File: src/rtl/run_detector_if.sv
// Bus bundle for run_detector: sample controls, channel data and detection outputs.
// The sticky signals exist only when RUN_DETECTOR_STICKY_EN is defined.
interface run_detector_if #(
  parameter int CH    = 4,
  parameter int EVT_W = 8
);
  logic             en;
  logic             mode;
  logic [CH-1:0]    X;
  logic [CH-1:0]    Z;
  logic [EVT_W-1:0] evt_cnt;
`ifdef RUN_DETECTOR_STICKY_EN
  logic [CH-1:0]    sticky;
  logic [CH-1:0]    sticky_clr;
`endif

  modport master (
    output en,
    output mode,
    output X,
`ifdef RUN_DETECTOR_STICKY_EN
    output sticky_clr,
    input  sticky,
`endif
    input  Z,
    input  evt_cnt
  );

  modport slave (
    input  en,
    input  mode,
    input  X,
`ifdef RUN_DETECTOR_STICKY_EN
    input  sticky_clr,
    output sticky,
`endif
    output Z,
    output evt_cnt
  );
endinterface

File: src/rtl/run_detector.sv
// Per-channel run-length detector with level/pulse outputs and a saturating event counter.
// Optional per-channel sticky flags are built when RUN_DETECTOR_STICKY_EN is defined.
module run_detector #(
  parameter int CH      = 4,
  parameter int RUN_LEN = 3,
  parameter int EVT_W   = 8
) (
  input logic           clk,
  input logic           reset,
  run_detector_if.slave bus
);
  localparam int CNT_W = $clog2(RUN_LEN + 1);
  localparam logic [CNT_W-1:0] RUN_MAX = CNT_W'(RUN_LEN);
  localparam logic [CNT_W-1:0] CNT_ONE = CNT_W'(1);

  localparam logic [1:0] IDLE   = 2'd0;
  localparam logic [1:0] COUNT  = 2'd1;
  localparam logic [1:0] DETECT = 2'd2;

  logic [CNT_W-1:0] cnt     [CH];
  logic [CNT_W-1:0] cnt_nxt [CH];
  logic [1:0]       st      [CH];
  logic [1:0]       st_nxt  [CH];
  logic [CH-1:0]    hit;
  logic [CH-1:0]    z_q;
  logic [CH-1:0]    z_nxt;
  logic [EVT_W-1:0] evt_q;
  logic [EVT_W-1:0] evt_nxt;
  logic [EVT_W:0]   pop;
  logic [EVT_W:0]   sum;

  // State follows the counter; a hit is the single edge that enters DETECT.
  always_comb begin
    for (int i = 0; i < CH; i++) begin
      cnt_nxt[i] = cnt[i];
      if (bus.en) begin
        if (!bus.X[i])
          cnt_nxt[i] = '0;
        else if (cnt[i] != RUN_MAX)
          cnt_nxt[i] = cnt[i] + CNT_ONE;
      end
      if (cnt_nxt[i] == '0)
        st_nxt[i] = IDLE;
      else if (cnt_nxt[i] == RUN_MAX)
        st_nxt[i] = DETECT;
      else
        st_nxt[i] = COUNT;
      hit[i]   = (st[i] != DETECT) && (st_nxt[i] == DETECT);
      z_nxt[i] = bus.mode ? hit[i] : (st_nxt[i] == DETECT);
    end
  end

  // One spare bit in the sum absorbs up to 16 simultaneous hits before saturating.
  always_comb begin
    pop = '0;
    for (int i = 0; i < CH; i++)
      pop = pop + (EVT_W + 1)'(hit[i]);
    sum     = {1'b0, evt_q} + pop;
    evt_nxt = sum[EVT_W] ? {EVT_W{1'b1}} : sum[EVT_W-1:0];
  end

  always_ff @(posedge clk or negedge reset) begin
    if (!reset) begin
      for (int i = 0; i < CH; i++) begin
        cnt[i] <= '0;
        st[i]  <= IDLE;
      end
      z_q   <= '0;
      evt_q <= '0;
    end else begin
      for (int i = 0; i < CH; i++) begin
        cnt[i] <= cnt_nxt[i];
        st[i]  <= st_nxt[i];
      end
      z_q   <= z_nxt;
      evt_q <= evt_nxt;
    end
  end

  assign bus.Z       = z_q;
  assign bus.evt_cnt = evt_q;

`ifdef RUN_DETECTOR_STICKY_EN
  logic [CH-1:0] sticky_q;

  // Set has priority over a same-edge clear so no event is ever lost.
  always_ff @(posedge clk or negedge reset) begin
    if (!reset)
      sticky_q <= '0;
    else
      sticky_q <= (sticky_q & ~bus.sticky_clr) | hit;
  end

  assign bus.sticky = sticky_q;
`endif
endmodule

File: src/flat_wrapper.sv
// flat-port wrapper written by rule: the top's interface ports become plain ports
module run_detector_flat 
#(
  parameter int CH      = 4,
  parameter int RUN_LEN = 3,
  parameter int EVT_W   = 8
)
  (clk, reset, bus_en, bus_mode, bus_X, bus_Z, bus_evt_cnt);
  run_detector_if #(.CH(CH), .EVT_W(EVT_W)) bus_i ();
  input logic clk;
  input logic reset;
  input wire logic [$bits(bus_i.en)-1:0] bus_en;
  input wire logic [$bits(bus_i.mode)-1:0] bus_mode;
  input wire logic [$bits(bus_i.X)-1:0] bus_X;
  output wire logic [$bits(bus_i.Z)-1:0] bus_Z;
  output wire logic [$bits(bus_i.evt_cnt)-1:0] bus_evt_cnt;
  assign bus_i.en = bus_en;
  assign bus_i.mode = bus_mode;
  assign bus_i.X = bus_X;
  assign bus_Z = bus_i.Z;
  assign bus_evt_cnt = bus_i.evt_cnt;
  run_detector #(.CH(CH), .RUN_LEN(RUN_LEN), .EVT_W(EVT_W)) u_core (.clk(clk), .reset(reset), .bus(bus_i));
endmodule
File: config.mk
export PLATFORM = sky130hd
export DESIGN_NAME = run_detector_flat
export DESIGN_NICKNAME = d
export VERILOG_FILES = /design/src/rtl/run_detector_if.sv /design/src/rtl/run_detector.sv /design/src/flat_wrapper.sv
export SDC_FILE = /design/constraint.sdc
export NUM_CORES = 1
export LEC_CHECK = 0
export CAP_MARGIN = 10
export CORE_MARGIN = 4
export CORE_UTILIZATION = 35
export CTS_CLUSTER_DIAMETER = 120
export DETAILED_ROUTE_END_ITERATION = 8
export GPL_ROUTABILITY_DRIVEN = 1
export PLACE_DENSITY = 0.59
export SETUP_SLACK_MARGIN = 0.3
export SLEW_MARGIN = 20
export SYNTH_ARGS = -nofsm -noshare
export SYNTH_HDL_FRONTEND = slang
export SYNTH_SLANG_ARGS = --single-unit
export TNS_END_PERCENT = 10
File: constraint.sdc
create_clock -name clk -period 9.4 [get_ports clk]
set_input_delay 1.88 -clock clk [delete_from_list [all_inputs] [get_ports clk]]
set_output_delay 1.88 -clock clk [all_outputs]
set_load 0.03 [all_outputs]
Word-level counts from Yosys, hierarchy flattened
Cells that the tools add are included.

Memory bits (writable): 0. Output and inout port bits: 12. Latch bits: 0. Memories: 0. Word-level logic and storage cells: 67. ROM bits: 0. Register bits after elaboration: 28. Input bits: 8.

Order comparisons: 0. Muxes and demuxes: 25. Bitwise operators: 0. Multipliers: 0. Shifts and indexed selects: 0. Divide/modulo/power cells: 0. Equality and inequality tests: 16. Reductions and logical operators: 8. Add/sub/neg operators: 8.

Operators with widths (count): 2-to-1 mux 2 bit (20); adder 9 x 1 -> 9 bit (2); == test 2 bit (second input constant) (8); != test 2 bit (second input constant) (8); adder 8 x 9 -> 9 bit (1); adder 2 x 1 -> 2 bit (second input constant) (4); logical NOT 2 bit (4); 2-to-1 mux 8 bit (1); logical AND 1 bit (4); 2-to-1 mux 1 bit (4); adder 1 x 1 -> 2 bit (1).

Longest topological paths before layout
Depth in word-level cells: 14. Mapped depth: 14. Depth with buffers taken out: 13.

Least setup slack after synthesis
OpenSTA, ideal clock, no wires.

Path type: input to register. Start point: input port bus_en. End point: register u_core.evt_q[6], in the netlist u_core.bus.evt_cnt[6]. Stages on the path: 14. Path slack: 4.456 ns. Required time: 9.272 ns. Setup time: 0.128 ns. Arrival: 4.817 ns. Buffers on the path: 2. Cell sequence: clkbuf_1 > buf_2 > o211ai_1 > o21ai_0 > ha_1 > inv_1 > a21oi_1 > ha_1 > fa_1 > ha_1 > fa_1 > a21o_2 > nand4_1 > mux2_1.

RTL lines: start: declaration (line flat_wrapper.sv:12) `input wire logic [$bits(bus_i.en)-1:0] bus_en;`; end signal: assignment (line run_detector.sv:76) `evt_q <= evt_nxt;`; end: declaration (line run_detector.sv:27) `logic [EVT_W-1:0] evt_q;`.

==> report_table.html <==
<table>
<tr><th>Metric</th><th>Value</th></tr>
<tr><th colspan="2">Clock tree</th></tr>
<tr><td>Hold buffer count at cts</td><td>0</td></tr>
<tr><td>CTS Buf Count</td><td>3</td></tr>
<tr><td>Post CTS Setup Buffer Count</td><td>0</td></tr>
<tr><td>Level count of the clock H-tree</td><td>1</td></tr>
<tr><td>Worst skew pair latency</td><td>~0.27 ns</td></tr>
<tr><td>Clk slew on worst S/H paths</td><td>roughly 0.09 ns</td></tr>
<tr><td>Maximum buffer depth of the clock tree</td><td>2</td></tr>
<tr><td>Sink Count</td><td>28</td></tr>
<tr><td>Root Driver</td><td>clkbuf_8</td></tr>
<tr><td>Post-CTS resize count</td><td>0</td></tr>
<tr><td>TritonCTS clock tree</td><td>yes</td></tr>
<tr><th colspan="2">Logic synthesis</th></tr>
<tr><td>Seq/Total Area, Yosys</td><td>0.537</td></tr>
<tr><td>Number of enable-type register cells in the synthesized netlist</td><td>0</td></tr>
<tr><td>Per-instance average area after synthesis</td><td>around 11 sq um</td></tr>
<tr><td>Yosys cell types</td><td>30</td></tr>
<tr><td>Number of warning messages in the yosys log</td><td>0</td></tr>
<tr><td>Primary FF master, synth</td><td>dfrtp_1</td></tr>
<tr><td>Flops &amp; latches, synth</td><td>28</td></tr>
<tr><td>Synthesized netlist cell count</td><td>approximately 120</td></tr>
<tr><td>Post-synthesis cell area</td><td>~1300 sq um</td></tr>
<tr><td>Nets in the synthesized netlist</td><td>between 100 and 150</td></tr>
<tr><td>Share of synthesized registers carrying an async set or reset</td><td>1.00</td></tr>
<tr><th colspan="2">Run status</th></tr>
<tr><td>Run status</td><td>complete, no violations</td></tr>
<tr><th colspan="2">Setup path</th></tr>
<tr><td>Worst Setup Path Type</td><td>in -&gt; reg</td></tr>
<tr><td>Required time at the worst-slack endpoint</td><td>approximately 9.6 ns</td></tr>
<tr><td>Buffer and inverter count on the worst path</td><td>2</td></tr>
<tr><td>Crit-path max cell delay</td><td>about 0.79 ns</td></tr>
<tr><td>Dominant delay contributor by cell family on the critical path</td><td>adder cells</td></tr>
<tr><td>Cells along the critical path</td><td>clkdlybuf4s50_1 &gt; a21oi_1 &gt; a21oi_1 &gt; ha_1 &gt; inv_1 &gt; a21oi_1 &gt; ha_1 &gt; fa_1 &gt; ha_1 &gt; fa_1 &gt; a21o_2 &gt; nand4_1 &gt; mux2_1</td></tr>
<tr><td>Kind of end point of the critical path</td><td>register</td></tr>
<tr><td>Arrival time worst endpoint</td><td>roughly 5.5 ns</td></tr>
<tr><td>Critical path peak fanout</td><td>16</td></tr>
<tr><td>Setup crit start kind</td><td>input port</td></tr>
<tr><td>Cell type of the slowest stage on the worst timing path</td><td>clkdlybuf4s50_1</td></tr>
<tr><th colspan="2">STA</th></tr>
<tr><td>Post-route worst hold slack</td><td>between 0.4 and 0.5 ns</td></tr>
<tr><td>Setup tns final</td><td>0 ns</td></tr>
<tr><td>Setup repair after global routing missed its margin</td><td>false</td></tr>
<tr><td>Final Hold Viols</td><td>0</td></tr>
<tr><td>Part of the cycle the worst path needs</td><td>0.566</td></tr>
<tr><td>Number of max-slew violations in the final report</td><td>0</td></tr>
<tr><td>Transition time at the pin with the least slew margin</td><td>around 0.51 ns</td></tr>
<tr><td>Fmax</td><td>around 190 MHz</td></tr>
<tr><td>Final clock skew</td><td>between 0.006 and 0.007 ns</td></tr>
<tr><td>Max_slew headroom</td><td>0.659</td></tr>
<tr><td>Setup-violating endpoint count in the final report</td><td>0</td></tr>
<tr><td>Fin crit period</td><td>between 5 and 6 ns</td></tr>
<tr><th colspan="2">Cells and area</th></tr>
<tr><td>Leading cell type in the layout, fill and taps excluded</td><td>dfrtp_1</td></tr>
<tr><td>Fraction of layout instances using a drive strength above 1</td><td>0.0657</td></tr>
<tr><td>Highest-count cells in the layout ignoring fill and taps</td><td>dfrtp_1, clkdlybuf4s50_1, inv_1</td></tr>
<tr><td>Number of antenna cells inserted</td><td>0</td></tr>
<tr><td>Growth of design area from synthesis to finish</td><td>23.1%</td></tr>
<tr><td>Utilization of the core after routing</td><td>0.463</td></tr>
<tr><td>Nets</td><td>between 150 and 200</td></tr>
<tr><th colspan="2">Run</th></tr>
<tr><td>Max cap viols</td><td>0</td></tr>
<tr><th colspan="2">Routing</th></tr>
<tr><td>Final antenna-violating net count</td><td>0</td></tr>
<tr><td>Total Routed Length</td><td>2.20 mm</td></tr>
<tr><td>First DRT Iteration DRCs</td><td>slightly above 60</td></tr>
<tr><td>Total via count in the routed design</td><td>around 870</td></tr>
<tr><td>Post-route DRC violation count</td><td>0</td></tr>
<tr><td>Mean number of vias per cell</td><td>around 4.7</td></tr>
<tr><td>Wire length per cell</td><td>between 10 and 15 um</td></tr>
<tr><td>TritonRoute pass-1 iters</td><td>4</td></tr>
<tr><th colspan="2">Global route</th></tr>
<tr><td>Overall overflow remaining after global route</td><td>0</td></tr>
<tr><td>Pin count of the biggest net entering global routing</td><td>29</td></tr>
<tr><td>Number of antenna violations at the first check in global routing</td><td>0</td></tr>
<tr><td>Global-route wire length before repair</td><td>~4.0 mm</td></tr>
<tr><td>Number of global-route vias before repair</td><td>905</td></tr>
<tr><td>Overall track demand over capacity in global routing</td><td>0.0999</td></tr>
<tr><th colspan="2">Hold path</th></tr>
<tr><td>Type of the most critical hold path</td><td>reg -&gt; reg</td></tr>
<tr><th colspan="2">Pwr</th></tr>
<tr><td>Max VDD drop</td><td>about 0.076 mV</td></tr>
<tr><td>Reported leakage power</td><td>~0.00078 uW</td></tr>
<tr><td>Total chip power</td><td>around 380 uW</td></tr>
<tr><td>Cell area power density</td><td>roughly 240 nW/um^2</td></tr>
<tr><th colspan="2">Placed design</th></tr>
<tr><td>Final estimated routing congestion in global placement</td><td>between 0.7 and 0.8</td></tr>
<tr><td>Number of I/O port buffers</td><td>19</td></tr>
<tr><td>Detailed-placement wirelength estimate</td><td>around 1.7 mm</td></tr>
<tr><th colspan="2">Die</th></tr>
<tr><td>Total Die Area</td><td>4770 sq um</td></tr>
<tr><td>Die outline width</td><td>slightly below 70 um</td></tr>
<tr><td>Number of cell rows</td><td>21</td></tr>
<tr><td>IO Count</td><td>20</td></tr>
<tr><td>Die Y-Extent</td><td>a little under 70 um</td></tr>
<tr><td>Core area</td><td>~3500 sq um</td></tr>
<tr><td>Initial core utilization</td><td>0.376</td></tr>
</table>
[metal layers]
| metal | routed length, um | track usage | up-vias |
|---|---|---|---|
| li1 | - | - | 441 |
| met1 | 1060 | 0.136 | 406 |
| met2 | 1030 | 0.159 | 17 |
| met3 | 82 | 0.0160 | 5 |
| met4 | 35 | 0.0390 | 0 |
| met5 | 0 | 0 | - |
[per-stage QoR]
step                instances  worst slack [ns]  area (sq um)
CTS                       183              4.06          1610
finish                    183              4.08          1610
global placement          179              3.83          1550
global route              183              3.84          1610
floorplan                 115              4.46          1310
detailed placement        179              3.76          1550
[worst reg2reg max path: cells and delay by family (launching register included)]
kind	cells	cell delay, ns
AO/OA/AOI/OAI	4	0.62
adder cells (fa/ha/maj)	5	1.72
flip-flops	1	0.39
AND/OR/NAND/NOR	1	0.10
multiplexers	1	0.32
buffers and inverters	1	0.07
[Yosys cell counts (2+ instances only)]
library cell,count,share of area
nand3_1,4,0.015
a21oi_1,13,0.050
o211ai_1,4,0.023
nor2_1,2,0.0058
nand2b_1,2,0.0096
dfrtp_1,28,0.54
o21ai_0,4,0.015
nand2_1,2,0.0058
inv_1,17,0.049
nor3_1,2,0.0077
a31oi_1,4,0.019
fa_1,2,0.031
nor3b_1,2,0.012
ha_1,13,0.12
[flip-flops by register name (all words and copies together), names as in the netlist]
| name | count |
|---|---|
| u_core.cnt | 8 |
| u_core.bus.Z | 4 |
| u_core.bus.evt_cnt | 8 |
| u_core.st | 8 |
[worst paths after layout]
path | slack, ns | to | from | cells after the start
setup / recovery | 4.08 | u_core.bus.evt_cnt[6]$_DFF_PN0_ | bus_en | 13
hold / removal | 0.45 | u_core.bus.Z[3]$_DFF_PN0_ | u_core.st[1]$_DFF_PN0_ | 1
setup reg to reg | 6.08 | u_core.bus.evt_cnt[6]$_DFF_PN0_ | u_core.cnt[7]$_DFF_PN0_ | 12
hold reg to reg | 0.45 | u_core.bus.Z[3]$_DFF_PN0_ | u_core.st[1]$_DFF_PN0_ | 1
max in group asynchronous | 7.15 | u_core.st[2]$_DFF_PN0_ | reset | 2
min in group asynchronous | 1.98 | u_core.bus.evt_cnt[2]$_DFF_PN0_ | reset | 2
[logic make-up (layout without fill, tap and decap cells)]
logic type	after synthesis	after routing	share of synthesized area
AO/OA/AOI/OAI	31	31	0.145
XOR/XNOR	1	1	0.00671
adder cells (fa/ha/maj)	15	15	0.155
buffers and inverters	20	42	0.0585
flip-flops	28	28	0.537
multiplexers	2	2	0.0163
AND/OR/NAND/NOR	18	18	0.0815
[layout make-up]
type | instances | area (sq um)
tap | 46 | 57.6
sequential | 28 | 701
clock buffer | 4 | 55.1
inverter | 18 | 67.6
timing repair buffer | 20 | 198
fill | 335 | 1860
multi-input combinational | 67 | 528
[power breakdown]
part	internal, uW	switching, uW
Sequential	147	20.6
Combinational	61.1	80.5
Clock	37.4	35.5
Total	245	137
No activity file was read; power rests on OpenSTA's default activity.
